**src/rtl/fp_pkg.sv**
```systemverilog
// Shared types and constants for the single-precision normalise/round stage.
package fp_pkg;

   typedef enum logic [1:0] {
      ST_IDLE,
      ST_SHIFT,
      ST_ROUND,
      ST_DONE
   } state_t;

   localparam logic [7:0]  EXP_MAX = 8'hFF;
   localparam logic [31:0] QNAN    = 32'h7FC0_0000;
   localparam int          BIAS    = 127;
   localparam logic signed [9:0] EXP_OVF = 10'(2 * BIAS + 1);

   localparam logic [1:0] SP_NORMAL = 2'b00;
   localparam logic [1:0] SP_INF    = 2'b01;
   localparam logic [1:0] SP_NAN    = 2'b10;
   localparam logic [1:0] SP_RSVD   = 2'b11;

   localparam int CARRY  = 27;
   localparam int HIDDEN = 26;
   localparam int LSB    = 3;
   localparam int G      = 2;
   localparam int R      = 1;
   localparam int S      = 0;

endpackage

```
**src/rtl/fp_rne_round.sv**
```systemverilog
// Round-to-nearest-even on the 28-bit working mantissa; renormalises a carry
// out of the hidden position by one right shift.
module fp_rne_round
   import fp_pkg::*;
(
   input  logic [27:0]        mant,
   input  logic signed [9:0]  exp,
   output logic [27:0]        rnd_mant,
   output logic signed [9:0]  rnd_exp,
   output logic               inexact
);

   logic        inc;
   logic [24:0] sum;

   always_comb begin
      inexact = mant[G] | mant[R] | mant[S];
      inc     = mant[G] & (mant[R] | mant[S] | mant[LSB]);
      sum     = mant[CARRY:LSB] + {24'd0, inc};
      if (sum[24]) begin
         rnd_mant = {1'b0, sum[24:1], 3'b000};
         rnd_exp  = exp + 10'sd1;
      end else begin
         rnd_mant = {1'b0, sum[23:0], 3'b000};
         rnd_exp  = exp;
      end
   end

endmodule

```
**src/rtl/fp_norm_round.sv**
```systemverilog
// Normalise-and-round stage behind the FP adder: iterative left normalisation,
// RNE rounding and IEEE-754 single-precision packing.
//
//   state    | meaning
//   ---------+-----------------------------------------------------------
//   ST_IDLE  | waiting for a sum; in_ready high
//   ST_SHIFT | carry right-shift, zero detect, or one left shift per cycle
//   ST_ROUND | RNE round, saturate/denormal pack into result register
//   ST_DONE  | out_valid high; result held until out_ready
module fp_norm_round
   import fp_pkg::*;
#(
   parameter int MAX_LSHIFT = 26
) (
   input  logic        clk,
   input  logic        rst_n,
   input  logic        in_valid,
   output logic        in_ready,
   input  logic        in_sign,
   input  logic [7:0]  in_exp,
   input  logic [27:0] in_mant,
   input  logic [1:0]  in_special,
   output logic        out_valid,
   input  logic        out_ready,
   output logic [31:0] out_result,
   output logic [2:0]  out_flags
);

   localparam int CNT_W = $clog2(MAX_LSHIFT + 1);

   state_t                state_q, state_d;
   logic                  sign_q, sign_d;
   logic signed [9:0]     exp_q, exp_d;
   logic [27:0]           mant_q, mant_d;
   logic [CNT_W-1:0]      cnt_q, cnt_d;
   logic [31:0]           result_q, result_d;
   logic [2:0]            flags_q, flags_d;

   logic [27:0]           rnd_mant;
   logic signed [9:0]     rnd_exp;
   logic                  rnd_inexact;

   fp_rne_round u_rnd (
      .mant     (mant_q),
      .exp      (exp_q),
      .rnd_mant (rnd_mant),
      .rnd_exp  (rnd_exp),
      .inexact  (rnd_inexact)
   );

   always_comb begin
      state_d  = state_q;
      sign_d   = sign_q;
      exp_d    = exp_q;
      mant_d   = mant_q;
      cnt_d    = cnt_q;
      result_d = result_q;
      flags_d  = flags_q;
      case (state_q)
         ST_IDLE: begin
            if (in_valid) begin
               sign_d = in_sign;
               exp_d  = (in_exp == 8'h00) ? 10'sd1 : $signed({2'b00, in_exp});
               mant_d = in_mant;
               cnt_d  = CNT_W'(MAX_LSHIFT);
               case (in_special)
                  SP_NORMAL: state_d = ST_SHIFT;
                  SP_INF: begin
                     result_d = {in_sign, EXP_MAX, 23'd0};
                     flags_d  = 3'b000;
                     state_d  = ST_DONE;
                  end
                  SP_NAN, SP_RSVD: begin
                     result_d = QNAN;
                     flags_d  = 3'b000;
                     state_d  = ST_DONE;
                  end
                  default: state_d = ST_SHIFT;
               endcase
            end
         end
         ST_SHIFT: begin
            if (mant_q[CARRY]) begin
               // the bit falling off the bottom folds into sticky
               mant_d  = {1'b0, mant_q[27:2], mant_q[1] | mant_q[0]};
               exp_d   = exp_q + 10'sd1;
               state_d = ST_ROUND;
            end else if (mant_q == 28'd0) begin
               result_d = 32'd0;
               flags_d  = 3'b000;
               state_d  = ST_DONE;
            end else if (mant_q[HIDDEN] || exp_q == 10'sd1 || cnt_q == '0) begin
               state_d = ST_ROUND;
            end else begin
               mant_d = {mant_q[26:0], 1'b0};
               exp_d  = exp_q - 10'sd1;
               cnt_d  = cnt_q - 1'b1;
            end
         end
         ST_ROUND: begin
            mant_d = rnd_mant;
            exp_d  = rnd_exp;
            if (rnd_exp >= EXP_OVF) begin
               result_d = {sign_q, EXP_MAX, 23'd0};
               flags_d  = 3'b101;
            end else if (!rnd_mant[HIDDEN]) begin
               result_d = {sign_q, 8'h00, rnd_mant[25:3]};
               flags_d  = {1'b0, rnd_inexact, rnd_inexact};
            end else begin
               result_d = {sign_q, rnd_exp[7:0], rnd_mant[25:3]};
               flags_d  = {2'b00, rnd_inexact};
            end
            state_d = ST_DONE;
         end
         ST_DONE: begin
            if (out_ready) state_d = ST_IDLE;
         end
         default: state_d = ST_IDLE;
      endcase
   end

   always_ff @(posedge clk or negedge rst_n) begin
      if (!rst_n) begin
         state_q  <= ST_IDLE;
         sign_q   <= 1'b0;
         exp_q    <= 10'sd0;
         mant_q   <= 28'd0;
         cnt_q    <= '0;
         result_q <= 32'd0;
         flags_q  <= 3'b000;
      end else begin
         state_q  <= state_d;
         sign_q   <= sign_d;
         exp_q    <= exp_d;
         mant_q   <= mant_d;
         cnt_q    <= cnt_d;
         result_q <= result_d;
         flags_q  <= flags_d;
      end
   end

   assign in_ready   = (state_q == ST_IDLE);
   assign out_valid  = (state_q == ST_DONE);
   assign out_result = result_q;
   assign out_flags  = flags_q;

endmodule

```
**config.mk**
```make
export PLATFORM = sky130hd
export DESIGN_NAME = fp_norm_round
export DESIGN_NICKNAME = d
export VERILOG_FILES = /design/src/rtl/fp_pkg.sv /design/src/rtl/fp_rne_round.sv /design/src/rtl/fp_norm_round.sv
export SDC_FILE = /design/constraint.sdc
export NUM_CORES = 1
export LEC_CHECK = 0
export CAP_MARGIN = 20
export CORE_ASPECT_RATIO = 1.75
export CORE_MARGIN = 2
export CORE_UTILIZATION = 40
export DETAILED_ROUTE_END_ITERATION = 6
export SYNTH_ARGS = -nofsm -noshare
export SYNTH_HDL_FRONTEND = slang
export SYNTH_SLANG_ARGS = --single-unit
```
**constraint.sdc**
```tcl
create_clock -name clk -period 5.3 [get_ports clk]
set_input_delay 0.795 -clock clk [delete_from_list [all_inputs] [get_ports clk]]
set_output_delay 0.795 -clock clk [all_outputs]
set_load 0.05 [all_outputs]
```
# After elaboration in Yosys (flattened, before gate mapping)
# Cells that the tools add are included.
word_totals:
  regBits: 81
  latchBits: 0
  mem_bits_rw: 0
  romBits: 0
  inputBits: 43
  out_inout_bits: 37
  elab_cells: 93
  mem_count: 0
classes:
  add_sub_neg: 4
  n_mul: 0
  div: 0
  order_cmp: 1
  eq_ne: 18
  shift: 0
  mux: 39
  bitwise_logic: 5
  reduce_logical: 18
ops:
  columns: ["operator", "n"]
  rows:
  - ["$mux W28", 4]
  - ["$mux W32", 3]
  - ["$pmux W32 S3", 1]
  - ["$pmux W28 S3", 1]
  - ["$pmux W32 S2", 1]
  - ["$mux W31", 2]
  - ["$mux W10", 5]
  - ["$pmux W10 S3", 1]
  - ["$logic_not A28 Y1", 1]
  - ["$mux W27", 1]
  - ["$add A25 B1 Y25", 1]
  - ["$mux W5", 4]
  - ["$mux W3", 5]
  - ["$reduce_and A5 Y1", 3]
  - ["$mux W2", 6]
  - ["$ne A2 B2 Y1 const B", 6]
  - ["$add A10 B2 Y10 const B", 1]
  - ["$eq A10 B2 Y1 const B", 1]
  - ["$ge A10 B9 Y1 const B", 1]
  - ["$pmux W5 S2", 1]
  - ["$sub A10 B2 Y10 const B", 1]
  - ["$pmux W3 S3", 1]
  - ["$eq A2 B2 Y1 const B", 4]
  - ["$logic_not A8 Y1", 1]
  - ["other kinds (21)", 29]

# Depth between registers and ports, before layout
# Gate-level depths: netlist of the first run.
depth:
  depth_word: 8
  ltp_mapped: 13
  ltp_nobuf: 9

# Modules after synthesis
# A second synthesis of the first run with hierarchy kept.
unflattened:
  cells_unflattened: 779
  hier_area_um2: 6145.9
by_module_without_submodules:
  columns: ["mod", "instances", "cells_each", "area_each_um2", "seq_area_each_um2"]
  rows:
  - ["fp_norm_round", 1, 570, 4769.6, 2026.9]
  - ["fp_rne_round", 1, 209, 1376.3, 0.0]

# Least setup slack after synthesis of the first run
# No wires, ideal clock.
synth_path:
  path_type: "register -> register"
  startpoint: "reg mant_q[2]"
  endpoint: "reg result_q[16] (netlist: out_result[16])"
  setup_time_ns: 0.069
  arrival_ns: 3.097
  required_ns: 5.231
  path_slack_ns: 2.134
  stages_incl_launch_ff: 14
  n_path_buf: 4
  synth_period_minus_slack_ns: 3.166
  cell_sequence: "dfrtp_1 > clkbuf_1 > and2_1 > ha_1 > nand4_1 > or2_2 > clkbuf_1 > or3_1 > buf_6 > a2111oi_4 > a211oi_2 > a211oi_4 > buf_6 > a32o_1"
synth_via:
  elab_chain_cells: 6
  elab_cells_between_ends: 11
  classes_between: "add/sub (1); order compare (1); eq/ne (1); mux (5); bitwise (1); reduce/logical (2)"
synth_rtl:
  columns: ["item", "line", "rtl"]
  rows:
  - ["start, declared", "fp_norm_round.sv:34", "logic [27:0] mant_q, mant_d;"]
  - ["start signal, assigned", "fp_norm_round.sv:135", "mant_q <= mant_d;"]
  - ["$and A1 B1 Y1", "fp_rne_round.sv:18", "inc = mant[G] & (mant[R] | mant[S] | mant[LSB]);"]
  - ["$add A25 B1 Y25", "fp_rne_round.sv:19", "sum = mant[CARRY:LSB] + {24'd0, inc};"]
  - ["$mux W10 / $mux W27 (equally long branches)", "fp_rne_round.sv:20", "if (sum[24]) begin"]
  - ["$ge A10 B9 Y1 / $mux W31 (equally long branches)", "fp_norm_round.sv:103, fp_norm_round.sv:106", null]
  - ["$mux W31", "fp_norm_round.sv:103", "if (rnd_exp >= EXP_OVF) begin"]
  - ["$pmux W32 S3", "fp_norm_round.sv:59", "case (state_q)"]
  - ["end signal, assigned", "fp_norm_round.sv:137", "result_q <= result_d;"]
  - ["end, declared", "fp_norm_round.sv:36", "logic [31:0] result_q, result_d;"]
# Parallel ways exist; a longest one is shown, timed or not.
# A chain may end at the register's enable or synchronous reset.

# Final worst setup path of the first run
layout_path:
  startpoint: "reg mant_q[8]"
  endpoint: "reg mant_q[26]"
layout_via:
  elab_chain_cells: 3
  elab_cells_between_ends: 6
  classes_between: "add/sub (1); eq/ne (1); mux (2); reduce/logical (2)"
layout_rtl:
  columns: ["item", "line"]
  rows:
  - ["$add A25 B1 Y25 / $logic_not A28 Y1 (equally long branches)", "fp_rne_round.sv:19, fp_norm_round.sv:88"]
  - ["$mux W27 / $ne A3 B3 Y1 (equally long branches)", null]
  - ["$pmux W28 S3 / $reduce_and A4 Y1 (equally long branches)", null]
# Parallel ways exist; a longest one is shown, timed or not.

==> impl_metrics.ini, run 1 <==
[status]
status = finished, final reports clean

[logic_synthesis]
synth_area_um2 = 5967
syn_inst = 726
synth_cell_type_count = 64
avgSynthCellArea_um2 = 8.219
syn_nets = 778
synth_ff_type = dfrtp_1
ys_async_sr_fraction_pct = 100.0
ys_ff_latch = 81
ys_seq_area_share_pct = 33.97
ys_warn_count = 0
synth_edf_count = 0

[die]
dieWidth_um = 96.33
die_h_um = 165.6
io_pins = 80
core_area_um2 = 14760
die-area_um2 = 15950
core.rowCount = 59
start_util_pct = 40.42

[drt]
drtPass1Iterations = 5
wirelength_um = 21060
post_drt_wl_per_cell_um = 22.42
dr.first_iter.drc_count = 357
vias_per_cell = 6.395
num_vias = 6005
drtAntennaViolNets = 0
drc = 0

[global_routing]
overflow = 0
grt_pass1_wl_um = 32750
grt_max_degree = 82
grt_pass1_vias = 5912
antenna_found_initial = 0
track_usage_pct = 27.19

[critical_path]
path_cells = nand4_1, nor4_1, nor4b_1, o21ai_0, o311ai_0, a311oi_1, a21o_1
startpoint = mant_q[8]
rr_worst_depth = 7
crit_type = reg -> reg
crit_cells = 7
critPathBufInv = 0
crit_fanout = 8
slowest_stage = nor4_1
crit_arrival_ps = 4230
cpLargestDelayFamily = simple AND/OR/NAND/NOR gates
r2r_start = mant_q[8]
start_kind = flop
cp-end-kind = flop
crit_path_end = mant_q[26]
r2r_slack_ps = 1310
cp.required_ps = 5530
r2r-end = mant_q[26]
cpPeakStageDelay_ps = 1050

[worst_hold_path]
min_path_type = in -> async

[clock_network]
postCtsSetupBuffers = 0
cts_resized = 0
ctsRootBufferMaster = clkbuf_16
htreeDepth = 3
cts_hold_buffers = 0
cts_tree = yes
cts_buffer_depth = 2
cts_inserted_buffers = 9
path_clk_slew_ps = 60
clk-insertion-delay-late_ps = 340
clock-sinks = 81

[placed_design]
dpl-instance-area_um2 = 6765
dp_cells = 922
place_hpwl_um = 15330
dp_slack_ps = 1332
numPortBuffers = 79
gp_congestion = 0.9615

[power_and_ir_drop]
ir_drop_uv = 571.1
power_leakage_nw = 2.722
powerDensity_nw_per_um2 = 771.2

[timing]
period_share_pct = 75.33
fin_worst_skew_ps = 6.065
fmax_mhz = 250.5
setup_slack_ps = 1308
setup_viol = 0
hold_viol = 0
tightest_slew_ps = 1135
drv_slew = 0
fin_setup_tns_ps = 0
rsz0062_at_grt = false
min_period_ps = 3992
hold_slack_ps = 380.3
slew_headroom_pct = 23.62

[layout]
drive_above_1_share_pct = 5.688
design_area_um2 = 7164
fin_nets = 804
final_cell_count_no_fill = 939
final_cell_mix = 81 x dfrtp_1, 78 x clkdlybuf4s50_1, 76 x nand2_1
diodes = 0
syn2layout_area_growth_pct = 20.07
final_common_cell = dfrtp_1

[run]
maxCapViolations = 0
==> power by group <==
part / internal, W / leakage [nW] / total, W / switching, W
Sequential: 0.000903 / 1.01 / 0.00137 / 0.000472
Clock: 0.000519 / 0.175 / 0.000786 / 0.000268
Combinational: 0.00122 / 1.53 / 0.00336 / 0.00215
Total: 0.00264 / 2.72 / 0.00553 / 0.00289
==> flip-flops by register name (all words and copies together) (netlist names) <==
register    flops
cnt_q           5
exp_q          10
mant_q         28
out_flags       3
out_result     32
sign_q          1
state_q         2
==> how the worst min path moves through the flow <==
| stage | startpoint | end |
|---|---|---|
| 6_report | rst_n | out_result[2] |
| 5_1_grt | rst_n | out_result[2] |
| 4_1_cts | out_result[10] | out_result[10] |
| 3_5_place_dp | out_result[13] | out_result[13] |
| 3_3_place_gp | out_result[13] | out_result[13] |
| 2_1_floorplan | cnt_q[3] | cnt_q[3] |
==> cells in the mapped netlist (4+ instances only) <==
cell type | instances | share of area (%)
dfrtp_1 | 81 | 34
nand2_1 | 76 | 4.8
nor2_1 | 75 | 4.7
clkbuf_1 | 56 | 3.5
o21ai_0 | 44 | 3.7
a21oi_1 | 42 | 3.5
o31ai_1 | 39 | 4.9
xnor2_1 | 25 | 3.7
a221o_1 | 20 | 3.4
nand3_1 | 19 | 1.6
a32o_1 | 18 | 3.0
inv_1 | 17 | 1.1
nand4_1 | 16 | 1.7
a221oi_1 | 14 | 2.1
mux2i_1 | 14 | 2.3
nor3_1 | 13 | 1.1
nor4_1 | 13 | 1.4
xor2_1 | 13 | 1.9
buf_2 | 10 | 0.84
ha_1 | 9 | 1.9
a31oi_1 | 6 | 0.63
buf_1 | 6 | 0.38
o211ai_1 | 6 | 0.75
and2_1 | 5 | 0.52
and3_1 | 5 | 0.52
nor3b_1 | 5 | 0.63
a21o_1 | 4 | 0.50
mux2_2 | 4 | 0.75
nand2b_1 | 4 | 0.42
nor2b_1 | 4 | 0.42
nor4b_1 | 4 | 0.59
o22ai_1 | 4 | 0.42
or3_1 | 4 | 0.42
==> through the flow <==
stage               total power, W  util (%)
detailed placement        0.004714     45.82
CTS                       0.005525     48.31
global route              0.005871     48.53
finish                    0.005525     48.53
global placement          0.004652     45.64
floorplan                 0.003676         -
==> layout make-up <==
type,count,area [µm²]
fill,1445,7600
multi-input combinational,551,3558
sequential,81,2027
timing repair buffer,91,915.9
clock buffer,10,239.0
tap,183,229.0
clock inverter,5,127.6
inverter,18,67.56
==> routing by layer <==
layer	vias to the layer above	routed length, µm	track usage, %
li1	2759	-	-
met5	-	0	0
met2	214	11330	48.07
met4	0	1233	15.81
met1	2977	7696	30.41
met3	55	795	3.721
==> logic make-up (layout without fill, tap and decap cells) <==
logic type,after synthesis,after routing,share of synthesized area (%)
XOR/XNOR,38,38,5.578
flip-flops,81,81,33.97
adder cells (fa/ha/maj),9,9,1.887
AND/OR/NAND/NOR,255,255,20.63
multiplexers,18,18,3.103
AO/OA/AOI/OAI,231,231,28.31
buffers and inverters,94,124,6.521
No activity file was read; power rests on OpenSTA's default activity.
==> run 2: changes to the inputs <==
- clock period: 5.3 -> 3.41 ns (I/O delays scaled with it)
==> impl_metrics.ini, run 2 (synthesis results as in run 1) <==
[layout]
largest_reg_flops = 32
fin_nets = 857
fill_cells = 1459
final_cell_mix = 81 x dfrtp_1, 78 x clkdlybuf4s50_1, 76 x nand2_1
drive_above_1_share_pct = 11.98
final_common_cell = dfrtp_1
multi_input_area_um2 = 3558
syn2layout_area_growth_pct = 25.94
regArea_um2 = 2027
diodes = 0

[timing]
fmax_mhz = 310.0
fin_worst_skew_ps = 12.15
drv_slew = 0
period_share_pct = 94.61
setup_viol = 0
min_period_ps = 3226
hold_viol = 0
tightest_slew_ps = 711.3
setup_slack_ps = 183.7
rsz0062_at_grt = false
slew_headroom_pct = 52.08
fin_setup_tns_ps = 0

[status]
status = finished, final reports clean

[power_and_ir_drop]
clockPowerShare_pct = 12.0
power_leakage_nw = 2.969
powerDensity_nw_per_um2 = 1176
p_int_w = 0.004226
netSwitchingFraction_pct = 52.18
comb_power_share_pct = 67.1
ir_drop_uv = 561.7
p_seq_share_pct = 21.0
p_sw_w = 0.004611

[global_routing]
grt_pass1_vias = 6110
track_usage_pct = 27.83
overflow = 0
antenna_found_initial = 0
grt_max_degree = 82
grt_pass1_wl_um = 33540

[critical_path]
r2r-end = out_result[27]
cp-end-kind = flop
rr_worst_depth = 8
crit_arrival_ps = 3460
crit_type = reg -> reg
r2r_slack_ps = 180
startpoint = mant_q[13]
cp.required_ps = 3640
crit_fanout = 8
start_kind = flop
r2r_start = mant_q[13]

[clock_network]
path_clk_slew_ps = 70
cts_buffer_depth = 2
clk-insertion-delay-late_ps = 350
postCtsSetupBuffers = 0
cts_inserted_buffers = 9
clock-sinks = 81
htreeDepth = 3
cts_resized = 0
cts_tree = yes
cts_hold_buffers = 0
ctsRootBufferMaster = clkbuf_16

[drt]
drtAntennaViolNets = 0
drc = 0
num_vias = 6101
vias_per_cell = 6.144
post_drt_wl_per_cell_um = 21.58
dr.first_iter.drc_count = 389
drtPass1Iterations = 5
wirelength_um = 21430

[run]
maxCapViolations = 0

[placed_design]
gp_congestion = 0.9426
dp_slack_ps = 230.4
place_hpwl_um = 15830
numPortBuffers = 79

[die]
start_util_pct = 40.42
dieWidth_um = 96.33
die-area_um2 = 15950
core_area_um2 = 14760
die_h_um = 165.6
io_pins = 80
core.rowCount = 59

[worst_hold_path]
min_path_type = in -> async
run 2: changes by cell type in the layout (fill, tap and decap cells not counted):
cell | before | now
inv_8 | 0 | 1
clkbuf_2 | 1 | 0
clkinvlp_4 | 1 | 0
inv_6 | 0 | 3
buf_4 | 10 | 63
bufinv_16 | 4 | 1
buf_16 | 2 | 1
buf_12 | 0 | 2
clkinv_2 | 0 | 1
run 2: per-layer routing:
| layer | share of wire, % | vias up | wire, µm | track usage (%) |
|---|---|---|---|---|
| met5 | 0 | - | 0 | 0 |
| met1 | 36 | 2962 | 7817 | 31.69 |
| met3 | 4.0 | 62 | 863 | 2.949 |
| met4 | 6.7 | 0 | 1444 | 17.99 |
| met2 | 53 | 219 | 11310 | 48.26 |
| li1 | - | 2858 | - | - |
run 2: cell type report:
| class | instances | share of cell area, % |
|---|---|---|
| timing repair buffer | 144 | 17.58 |
| multi-input combinational | 551 | 47.35 |
| clock buffer | 10 | 3.180 |
| clock inverter | 6 | 0.9657 |
| inverter | 18 | 0.8991 |
| tap | 183 | 3.047 |
| sequential | 81 | 26.97 |
run 2: worst max path at each step:
stage | to | slack, ps
after floorplan | out_result[16] | 240
after global placement | out_result[30] | 310
after detailed placement | out_result[29] | 230
after CTS | out_result[27] | 200
after global routing | out_result[30] | 50
final | out_result[27] | 180
run 2: worst max-delay path, cell delays in order, from the launching register on:
cell and delay [ps]:
dfrtp_1 510, nand4_4 160, or4_4 620, or3_1 490, a2111oi_4 470, a2111oi_0 120, a211oi_1 430, buf_4 220
a21oi_1 70
run 2: per-stage QoR:
stage | cell area, µm² | util (%) | power (W) | cells | hold slack (ps)
after floorplan | 5967 | - | 0.005714 | 726 | 215.9
after global placement | 7176 | 48.60 | 0.007687 | 976 | 472.7
after detailed placement | 7176 | 48.60 | 0.007755 | 976 | 476.7
after CTS | 7487 | 50.71 | 0.008847 | 992 | 400.7
after global routing | 7515 | 50.90 | 0.009429 | 993 | 128.2
final | 7515 | 50.90 | 0.008837 | 993 | 98.54
run 2: power by group through the flow:
stage / logic, W / clock network, W / registers (W)
after global placement: 0.00583 / 0 / 0.00185
final: 0.00593 / 0.00106 / 0.00185
after detailed placement: 0.00589 / 0 / 0.00187
after CTS: 0.00591 / 0.00108 / 0.00185
after floorplan: 0.00350 / 0 / 0.00221
after global routing: 0.00640 / 0.00111 / 0.00192
